File: config.mk
export PLATFORM = sky130hd
export DESIGN_NAME = mul_digit_seq
export DESIGN_NICKNAME = d
export VERILOG_FILES = /design/src/rtl/mul_digit_seq.sv
export SDC_FILE = /design/constraint.sdc
export NUM_CORES = 1
export LEC_CHECK = 0
export ABC_AREA = 1
export CAP_MARGIN = 10
export CORE_MARGIN = 2
export CORE_UTILIZATION = 50
export CTS_BUF_LIST = sky130_fd_sc_hd__clkbuf_16
export DETAILED_ROUTE_END_ITERATION = 12
export GPL_ROUTABILITY_DRIVEN = 0
export GPL_TIMING_DRIVEN = 0
export PLACE_DENSITY = 0.75
export SLEW_MARGIN = 40
export SYNTH_ARGS = -nofsm -noshare
export SYNTH_HDL_FRONTEND = slang
export SYNTH_SLANG_ARGS = --single-unit
File: constraint.sdc
create_clock -name clk -period 6.4 [get_ports clk]
set_input_delay 0.64 -clock clk [delete_from_list [all_inputs] [get_ports clk]]
set_output_delay 0.64 -clock clk [all_outputs]
set_load 0.02 [all_outputs]
File: src/rtl/mul_digit_seq.sv
// Sequential WxW unsigned multiplier that walks every 2-bit digit pair of the operands
// through one external combinational 2x2 multiplier and accumulates the shifted partials.
module mul_digit_seq #(
   parameter int W = 8
) (
   input  logic           clk,
   input  logic           rst_n,
   input  logic           start_valid,
   output logic           start_ready,
   input  logic [W-1:0]   a,
   input  logic [W-1:0]   b,
   output logic           res_valid,
   input  logic           res_ready,
   output logic [2*W-1:0] product,
   output logic           busy,
   output logic [1:0]     mul_a,
   output logic [1:0]     mul_b,
   input  logic [3:0]     mul_p
);

   localparam int D  = W / 2;
   localparam int IW = (D > 1) ? $clog2(D) : 1;
   localparam int SW = $clog2(2 * W);
   localparam logic [IW-1:0] LAST = IW'(D - 1);

   typedef enum logic [1:0] {IDLE, RUN, DONE} state_t;

   state_t         state_q, state_d;
   logic [W-1:0]   ra_q, ra_d;
   logic [W-1:0]   rb_q, rb_d;
   logic [2*W-1:0] acc_q, acc_d;
   logic [IW-1:0]  i_q, i_d;
   logic [IW-1:0]  j_q, j_d;
   logic [1:0]     mul_a_q, mul_a_d;
   logic [1:0]     mul_b_q, mul_b_d;
   logic           start_ready_q, start_ready_d;
   logic           res_valid_q, res_valid_d;
   logic           busy_q, busy_d;
   logic [SW-1:0]  shamt_s;
   logic [2*W-1:0] pp_s;

   assign shamt_s = (SW'(i_q) + SW'(j_q)) << 1;
   assign pp_s    = (2 * W)'(mul_p);

   // Next-state logic; mul_a/mul_b are preloaded with the digits of the pair the next cycle processes
   always_comb begin
      state_d       = state_q;
      ra_d          = ra_q;
      rb_d          = rb_q;
      acc_d         = acc_q;
      i_d           = i_q;
      j_d           = j_q;
      mul_a_d       = mul_a_q;
      mul_b_d       = mul_b_q;
      start_ready_d = start_ready_q;
      res_valid_d   = res_valid_q;
      busy_d        = busy_q;
      case (state_q)
         IDLE: begin
            if (start_valid) begin
               ra_d          = a;
               rb_d          = b;
               acc_d         = '0;
               i_d           = '0;
               j_d           = '0;
               mul_a_d       = a[1:0];
               mul_b_d       = b[1:0];
               start_ready_d = 1'b0;
               busy_d        = 1'b1;
               state_d       = RUN;
            end else begin
               state_d = IDLE;
            end
         end
         RUN: begin
            acc_d = acc_q + (pp_s << shamt_s);
            if ((i_q == LAST) && (j_q == LAST)) begin
               mul_a_d     = 2'b00;
               mul_b_d     = 2'b00;
               res_valid_d = 1'b1;
               state_d     = DONE;
            end else begin
               if (j_q == LAST) begin
                  j_d = '0;
                  i_d = i_q + IW'(1);
               end else begin
                  j_d = j_q + IW'(1);
               end
               mul_a_d = 2'(ra_q >> {i_d, 1'b0});
               mul_b_d = 2'(rb_q >> {j_d, 1'b0});
            end
         end
         DONE: begin
            if (res_ready) begin
               res_valid_d   = 1'b0;
               busy_d        = 1'b0;
               start_ready_d = 1'b1;
               state_d       = IDLE;
            end else begin
               state_d = DONE;
            end
         end
         default: begin
            state_d       = IDLE;
            mul_a_d       = 2'b00;
            mul_b_d       = 2'b00;
            res_valid_d   = 1'b0;
            busy_d        = 1'b0;
            start_ready_d = 1'b1;
         end
      endcase
   end

   // State and output registers
   always_ff @(posedge clk or negedge rst_n) begin
      if (!rst_n) begin
         state_q       <= IDLE;
         ra_q          <= '0;
         rb_q          <= '0;
         acc_q         <= '0;
         i_q           <= '0;
         j_q           <= '0;
         mul_a_q       <= 2'b00;
         mul_b_q       <= 2'b00;
         start_ready_q <= 1'b1;
         res_valid_q   <= 1'b0;
         busy_q        <= 1'b0;
      end else begin
         state_q       <= state_d;
         ra_q          <= ra_d;
         rb_q          <= rb_d;
         acc_q         <= acc_d;
         i_q           <= i_d;
         j_q           <= j_d;
         mul_a_q       <= mul_a_d;
         mul_b_q       <= mul_b_d;
         start_ready_q <= start_ready_d;
         res_valid_q   <= res_valid_d;
         busy_q        <= busy_d;
      end
   end

   assign start_ready = start_ready_q;
   assign res_valid   = res_valid_q;
   assign busy        = busy_q;
   assign product     = acc_q;
   assign mul_a       = mul_a_q;
   assign mul_b       = mul_b_q;

endmodule

==> results of run 1 <==
[path summary, 6_finish.rpt]
path	from	end	cells after the start
worst max register to register	j_q[0]	product[12]	17
max in group asynchronous	rst_n	start_ready	2
min in group clk	rb_q[0]	rb_q[0]	2
worst max-delay path	j_q[0]	product[12]	17
worst min-delay path	rst_n	product[7]	1
worst min register to register	rb_q[0]	rb_q[0]	2
[cells by family after synthesis]
kind of cell	share of synthesized area, %
AOI/OAI and AO/OA	7.829
xor gates and xnor gates	0.5651
adders and majority gates	8.555
buffers and inverters	10.33
DFF	36.36
muxes	0.3229
and+or+nand+nor	36.04
[worst max-delay path, stage by stage (launching register included)]
cell and delay (ns):
sky130_fd_sc_hd__dfrtp_1 0.44, sky130_fd_sc_hd__ha_1 0.18, sky130_fd_sc_hd__inv_1 0.05, sky130_fd_sc_hd__fa_1 0.58
sky130_fd_sc_hd__inv_1 0.16, sky130_fd_sc_hd__nor3_1 0.19, sky130_fd_sc_hd__inv_1 0.08, sky130_fd_sc_hd__nor2_1 0.14
sky130_fd_sc_hd__inv_1 0.08, sky130_fd_sc_hd__fa_1 0.44, sky130_fd_sc_hd__inv_1 0.10, sky130_fd_sc_hd__nand3_1 0.07
sky130_fd_sc_hd__nand3_1 0.18, sky130_fd_sc_hd__nand3_1 0.13, sky130_fd_sc_hd__nand3_1 0.09, sky130_fd_sc_hd__nand2_1 0.05
sky130_fd_sc_hd__nand3_1 0.07, sky130_fd_sc_hd__nand2_1 0.05
[per-layer routing]
| metal | GRT usage (%) | up-vias | share of wire, % |
|---|---|---|---|
| met1 | 29.72 | 1378 | 43 |
| met4 | 9.344 | 0 | 2.3 |
| li1 | - | 1543 | - |
| met2 | 44.92 | 83 | 49 |
| met5 | 0 | - | 0 |
| met3 | 3.804 | 14 | 5.2 |
[final cells by class]
cell class	count	area share, %
Clock inverter	3	1.108
Clock buffer	5	3.258
Timing Repair Buffer	47	12.45
Sequential cell	45	29.36
Inverter	69	6.745
Multi-Input combinational cell	338	43.04
Buffer	8	1.597
Tap cell	75	2.444
[cell usage in the layout, fill, tap and decap left out, types with 6 or more instances in the layout]
| cell | netlist | layout |
|---|---|---|
| sky130_fd_sc_hd__ha_1 | 18 | 18 |
| sky130_fd_sc_hd__dfrtp_1 | 44 | 44 |
| sky130_fd_sc_hd__inv_2 | 7 | 7 |
| sky130_fd_sc_hd__clkdlybuf4s50_1 | 0 | 45 |
| sky130_fd_sc_hd__nand3_1 | 35 | 35 |
| sky130_fd_sc_hd__a21oi_1 | 12 | 12 |
| sky130_fd_sc_hd__o21ai_1 | 6 | 6 |
| sky130_fd_sc_hd__nand2_1 | 189 | 189 |
| sky130_fd_sc_hd__o21ai_0 | 16 | 16 |
| sky130_fd_sc_hd__inv_1 | 62 | 63 |
| sky130_fd_sc_hd__nor3_1 | 8 | 8 |
| sky130_fd_sc_hd__nor2_1 | 26 | 26 |
[where the power goes]
part	total, mW	leakage [nW]	switching, mW	internal (mW)
clock network	0.296	0.0852	0.112	0.184
logic	0.987	1.45	0.605	0.382
registers	0.487	0.578	0.0832	0.403
[registers in the layout (all words and copies together), names as in the netlist]
signal       count
busy             1
i_q              2
j_q              2
mul_a            2
mul_b            2
product         16
ra_q             8
rb_q             8
res_valid        1
start_ready      1
state_q          2
[through the flow]
| stage | worst slack, ns | area (µm²) |
|---|---|---|
| 2_1_floorplan | 3.646 | 3100 |
| 3_3_place_gp | 3.319 | 3655 |
| 3_5_place_dp | 3.261 | 3672 |
| 4_1_cts | 3.228 | 3840 |
| 5_1_grt | 2.864 | 3840 |
| 6_report | 3.220 | 3840 |
==> impl_summary.log, run 1 <==
INFO  metric outcome = finished, final reports clean
INFO  metric clock-skew-final = about 0.0056 ns
INFO  metric design.die.area = just under 7000 µm²
INFO  metric h_tree_levels = 2
INFO  metric hold_slack = 0.1832 ns
INFO  metric clock-root-buffer = sky130_fd_sc_hd__clkbuf_16
INFO  metric synth.top_cells.by_count = sky130_fd_sc_hd__nand2_1 (189), sky130_fd_sc_hd__inv_1 (62), sky130_fd_sc_hd__dfrtp_1 (44)
INFO  metric grt_first_pass_wirelength = ~13,000 µm
INFO  metric detail-route-antenna-nets = 0
INFO  metric die_width = ~83 µm
INFO  metric synth_ff_type = sky130_fd_sc_hd__dfrtp_1
INFO  metric avgSynthCellArea = around 6.7 µm²
INFO  metric multi_input_comb_area = between 1500 and 2000 µm²
INFO  metric finish.utilization = between 60 and 70%
INFO  metric async_reset_ff_share = 100.0%
INFO  metric wl = 7654 µm
INFO  metric globalRoute.totalOverflow = 0
INFO  metric insertedDiodeCount = 0
INFO  metric cts.path.max_buffers = 2
INFO  metric critical_path_arrival = 3.36 ns
INFO  metric drv_slew = 0
INFO  metric final.period_utilization = a little under 50%
INFO  metric finalCriticalPeriod = ~3.2 ns
INFO  metric yosysWarnings = 0
INFO  metric ios = between 40 and 50
INFO  metric initial_utilization = between 50% and 60%
INFO  metric fill_cells = approximately 560
INFO  metric relative_slew_margins = 74.08%
INFO  metric gr-usage-all-layers = around a quarter
INFO  metric grt_setup_unrepaired = false
INFO  metric wl_per_cell = about 13 µm
INFO  metric core_region_area = 5956 µm²
INFO  metric synthMostInstantiatedCell = sky130_fd_sc_hd__nand2_1
INFO  metric max-cap-violations = 0
INFO  metric crit_fanout = 8
INFO  metric r2r_setup_slack = roughly 3.2 ns
INFO  metric layout.nets = ~560
INFO  metric fmax = around 310 MHz
INFO  metric synth-seq-area-share = between 30 and 40%
INFO  metric count_of_routing_violations_after_the_opening_detailed_route_iteration = slightly below 200
INFO  metric synthesized_netlist_cell_count = 460
INFO  metric initial_antenna_violation_count = 0
INFO  metric via_per_inst = ~5.1
INFO  metric worst-slew-pin-transition = 0.3780 ns
INFO  metric hold_buffers = 0
INFO  metric numClockSinks = 45
INFO  metric tritoncts = built
INFO  metric die_h = slightly above 80 µm
INFO  metric cts.clk_slew.worst_paths = around 0.070 ns
INFO  metric drc = 0
INFO  metric synth_area = approximately 3100 µm²
INFO  metric ys_seq_elements = 45
INFO  metric setup_tns_after_final_layout = 0 ns
INFO  metric share_of_cells_above_drive_strength_1 = under 10%
INFO  metric totalPowerFinal = approximately 1.8 mW
INFO  metric post_cts_buffers = 0
INFO  metric io_buffer_count = 46
INFO  metric yosys.cell_types.count = 33
INFO  metric cp-start-kind = flop
INFO  metric setup.worst_path.class = reg2reg
INFO  metric ir_drop = ~0.24 mV
INFO  metric synth_edf_count = 0
INFO  metric syn-num-nets = ~500
INFO  metric cts_buffers = 5
INFO  metric placementRows = 28
INFO  metric finalHoldViolations = 0
INFO  metric cts_resized = 0
INFO  metric min-delay-path-class = in2async
INFO  metric detailed_placement_wirelength_estimate = roughly 6000 µm
INFO  metric first_global_vias = roughly 2,900
INFO  metric yosys.area.top_type_share = 35.51%
INFO  metric ys_top_cells_by_area = sky130_fd_sc_hd__dfrtp_1 (36%), sky130_fd_sc_hd__nand2_1 (23%), sky130_fd_sc_hd__inv_1 (7.5%)
INFO  metric placedCellCount = roughly 580
INFO  metric timing.final.setup_violations = 0
INFO  metric cellLeakagePower = between 2 and 2.5 nW
INFO  metric area_leader_netlist = sky130_fd_sc_hd__dfrtp_1
INFO  metric power_per_unit_of_standard_cell_area = 460.7 nW/µm²
INFO  metric vias = about 3,000
INFO  metric worst_ep_required_time = roughly 6.6 ns
INFO  metric pin_count_of_the_biggest_net_entering_global_routing = 37
INFO  metric worst_setup_path_end_kind = flop
INFO  metric area_growth = 23.85%
INFO  metric stdcell_count = 590
INFO  metric worst_skew_pair.late_latency = ~0.28 ns
INFO  metric drt_pre_antenna_iters = 4
INFO  metric layout.area.seq = approximately 1100 µm²
No activity file was read; power rests on OpenSTA's default activity.
==> run 2, diff against run 1 <==
Settings changed: CORE_UTILIZATION 50 to 49, PLACE_DENSITY 0.75 to 0.76.
Clock period 6.4 ns to 2.6 ns, I/O delays scaled along.
==> run 2 against run 1 <==
Against the previous run:
- the run now ends with negative setup slack left
- register-to-register slack got worse by 3.5 ns
- routed wire length rose by 17%
- combinational power rose to 3.1 times the previous value
- via count rose by 10%
- final cell count rose by 3.2%
- clock-buffer cell count did not move
- fmax rose by 10%
- largest power group unchanged
- power rose to 2.8 times the previous value
- setup slack got worse by 3.5 ns
==> impl_summary.log, run 2 (synthesis results as in run 1) <==
INFO  metric outcome = finished, violations left
INFO  metric violations = negative setup slack
INFO  metric ios = 47 (unchanged)
INFO  metric switching_share = 45.51% (+0.27 points)
INFO  metric initial_utilization = 51.45% (-0.61 points)
INFO  metric cts.clk_slew.worst_paths = 0.07 ns (about the same)
INFO  metric detail-route-antenna-nets = 0 (unchanged)
INFO  metric placementRows = 28 (unchanged)
INFO  metric worst_skew_pair.late_latency = 0.29 ns (about the same)
INFO  metric tritoncts = built
INFO  metric die_width = 83.55 µm (+0.97%)
INFO  metric worstPathCellList = ha_4, inv_2, fa_2, clkinv_4, nor2_1, a31oi_2, nor2_1, ha_1, nand2_1, nand2_1, a21oi_2, nand2_2, buf_4, o21ai_0, nand2_1
INFO  metric h_tree_levels = 2 (unchanged)
INFO  metric ir_drop = 0.7306 mV (+200%)
INFO  metric internal_power = 2.747 mW (+180%)
INFO  metric die_h = 83.55 µm (+0.97%)
INFO  metric globalRoute.totalOverflow = 0 (unchanged)
INFO  metric drv_slew = 0 (unchanged)
INFO  metric timing.final.setup_violations = 14 (+14)
INFO  metric cp-start-kind = flop
INFO  metric critPathMostFrequentCell = sky130_fd_sc_hd__nand2_1
INFO  metric wl_met1 = 3580 µm (+8.6%)
INFO  metric vias = 3,321 (+10%)
INFO  metric via_per_inst = 5.453 (+6.6%)
INFO  metric cts_buffers = 5 (unchanged)
INFO  metric mostFrequentLayoutCell = sky130_fd_sc_hd__nand2_1
INFO  metric finalCriticalPeriod = 2.884 ns (-0.2957 ns)
INFO  metric fill_cells = 490 (-12%)
INFO  metric relative_slew_margins = 66.38% (-7.7 points)
INFO  metric gr-usage-all-layers = 24.77% (-0.12 points)
INFO  metric io_buffer_count = 46 (unchanged)
INFO  metric grt_setup_unrepaired = true
INFO  metric crit_fanout = 8 (unchanged)
INFO  metric totalPowerFinal = 5.041 mW (+180%)
INFO  metric switchingPower = 2.294 mW (+190%)
INFO  metric grt_first_pass_wirelength = 14,060 µm (+7.9%)
INFO  metric max-cap-violations = 0 (unchanged)
INFO  metric final.period_utilization = 110.9% (+61 points)
INFO  metric placedCellCount = 582 (unchanged)
INFO  metric wl_per_cell = 14.77 µm (+14%)
INFO  metric power.share.combinational = 61.3% (+5.5 points)
INFO  metric detailed_placement_wirelength_estimate = 5928 µm (unchanged)
INFO  metric first_global_vias = 3,109 (+5.7%)
INFO  metric area_growth = 37.05%
INFO  metric min-delay-path-class = in2async
INFO  metric worst_setup_path_end_kind = flop
INFO  metric finish.utilization = 70.52% (+6.0 points)
INFO  metric finalHoldViolations = 0 (unchanged)
INFO  metric detailroute.wirelength.met2 = 4588 µm (+21%)
INFO  metric worstPathBufferInverterCount = 3 (-2)
INFO  metric detailroute.wirelength.met3 = 465 µm (+17%)
INFO  metric cts.path.max_buffers = 2 (unchanged)
INFO  metric largest_reg_flops = 16 (unchanged)
INFO  metric fmax = 346.7 MHz (+10%)
INFO  metric count_of_routing_violations_after_the_opening_detailed_route_iteration = 307 (+58%)
INFO  metric worst_slack = -0.2842 ns (-3.504 ns)
INFO  metric clock_power_share = 14.7% (-2.0 points)
INFO  metric critical-path-top-delay-family = adder cells
INFO  metric drc = 0 (unchanged)
INFO  metric drt_pre_antenna_iters = 5 (+1)
INFO  metric cp_slowest_stage_delay = 0.61 ns (+0.03 ns)
INFO  metric power.share.sequential = 23.9% (-3.6 points)
INFO  metric slowest_cell_on_the_critical_path = sky130_fd_sc_hd__fa_2
INFO  metric numClockSinks = 45 (unchanged)
INFO  metric critical_path_arrival = 3.06 ns (-0.30 ns)
INFO  metric design.die.area = 6980 µm² (+1.9%)
INFO  metric clock-root-buffer = sky130_fd_sc_hd__clkbuf_16
INFO  metric cellLeakagePower = 2.246 nW (+6.4%)
INFO  metric stdcell_count = 609 (+3.2%)
INFO  metric power_per_unit_of_standard_cell_area = 1186 nW/µm² (+160%)
INFO  metric layout.nets = 577 (+3.4%)
INFO  metric setup.worst_path.class = reg2reg
INFO  metric wl = 8993 µm (+17%)
INFO  metric core_region_area = 6026 µm² (+1.2%)
INFO  metric pin_count_of_the_biggest_net_entering_global_routing = 36 (-2.7%)
INFO  metric clock-skew-final = 0.005684 ns (+0.0001202 ns)
INFO  metric worst-slew-pin-transition = 0.4903 ns (+0.1123 ns)
INFO  metric insertedDiodeCount = 0 (unchanged)
INFO  metric dr.max_layer_used = met4
INFO  metric initial_antenna_violation_count = 0 (unchanged)
INFO  metric worst_ep_required_time = 2.78 ns (-3.80 ns)
INFO  metric share_of_cells_above_drive_strength_1 = 20.79% (+14 points)
INFO  metric most-common-layout-cells = sky130_fd_sc_hd__nand2_1 (174), sky130_fd_sc_hd__inv_1 (57), sky130_fd_sc_hd__clkdlybuf4s50_1 (45)
[run 2: final timing paths]
| kind | start | to | slack (ns) | depth (start not counted) |
|---|---|---|---|---|
| worst min-delay path | rst_n | product[3] | 0.35 | 2 |
| min in group clk | rb_q[4] | rb_q[4] | 0.47 | 2 |
| worst max register to register | i_q[0] | product[7] | -0.28 | 15 |
| max in group asynchronous | rst_n | start_ready | 1.75 | 3 |
| worst min register to register | rb_q[4] | rb_q[4] | 0.47 | 2 |
| worst max-delay path | i_q[0] | product[7] | -0.28 | 15 |
[run 2: area by class of cell]
type	count	area (µm²)	area share [%]
plain buffers	8	61.31	1.443
well taps	75	93.84	2.208
inverters	69	264.0	6.213
flip-flops and latches	45	1129	26.56
clock buffers	5	125.1	2.945
repair buffers	66	623.1	14.66
clock inverters	3	42.54	1.001
multi-input cells	338	1911	44.96
[run 2: repair_timing]
action	4_1_cts	5_1_grt
pin swaps	25	25
resized for setup	24	38
buffers inserted	11	7
endpoints found under the setup margin	15	13
hold buffers	1	0
hold endpoints to repair	10	0
[run 2: per-stage QoR]
| stage | setup WS [ns] | instance area, µm² | setup TNS [ns] | hold slack [ns] |
|---|---|---|---|---|
| floorplan | -0.007955 | 3126 | -0.01571 | -0.03559 |
| global placement | -0.3031 | 3680 | -3.517 | 0.4546 |
| detailed placement | -0.4006 | 3697 | -4.450 | 0.1178 |
| CTS | -0.1303 | 4031 | -0.9486 | 0.3537 |
| global route | -0.4315 | 4249 | -4.564 | 0.3627 |
| finish | -0.2842 | 4249 | -2.867 | 0.3461 |
[run 2: power by group through the flow]
stage          Clock (mW)  Sequential (mW)  Combinational [mW]
6_report            0.742             1.21                3.09
5_1_grt             0.768             1.24                3.40
4_1_cts             0.743             1.19                2.70
3_5_place_dp            0             1.21                2.45
3_3_place_gp            0             1.20                2.37
2_1_floorplan           0             1.31                1.57
[run 2: per-layer routing]
metal  track usage (%)  vias to the layer above
li1                  -                     1586
met2             45.38                      151
met5                 0                        -
met1             29.01                     1535
met3             4.451                       49
met4             8.504                        0
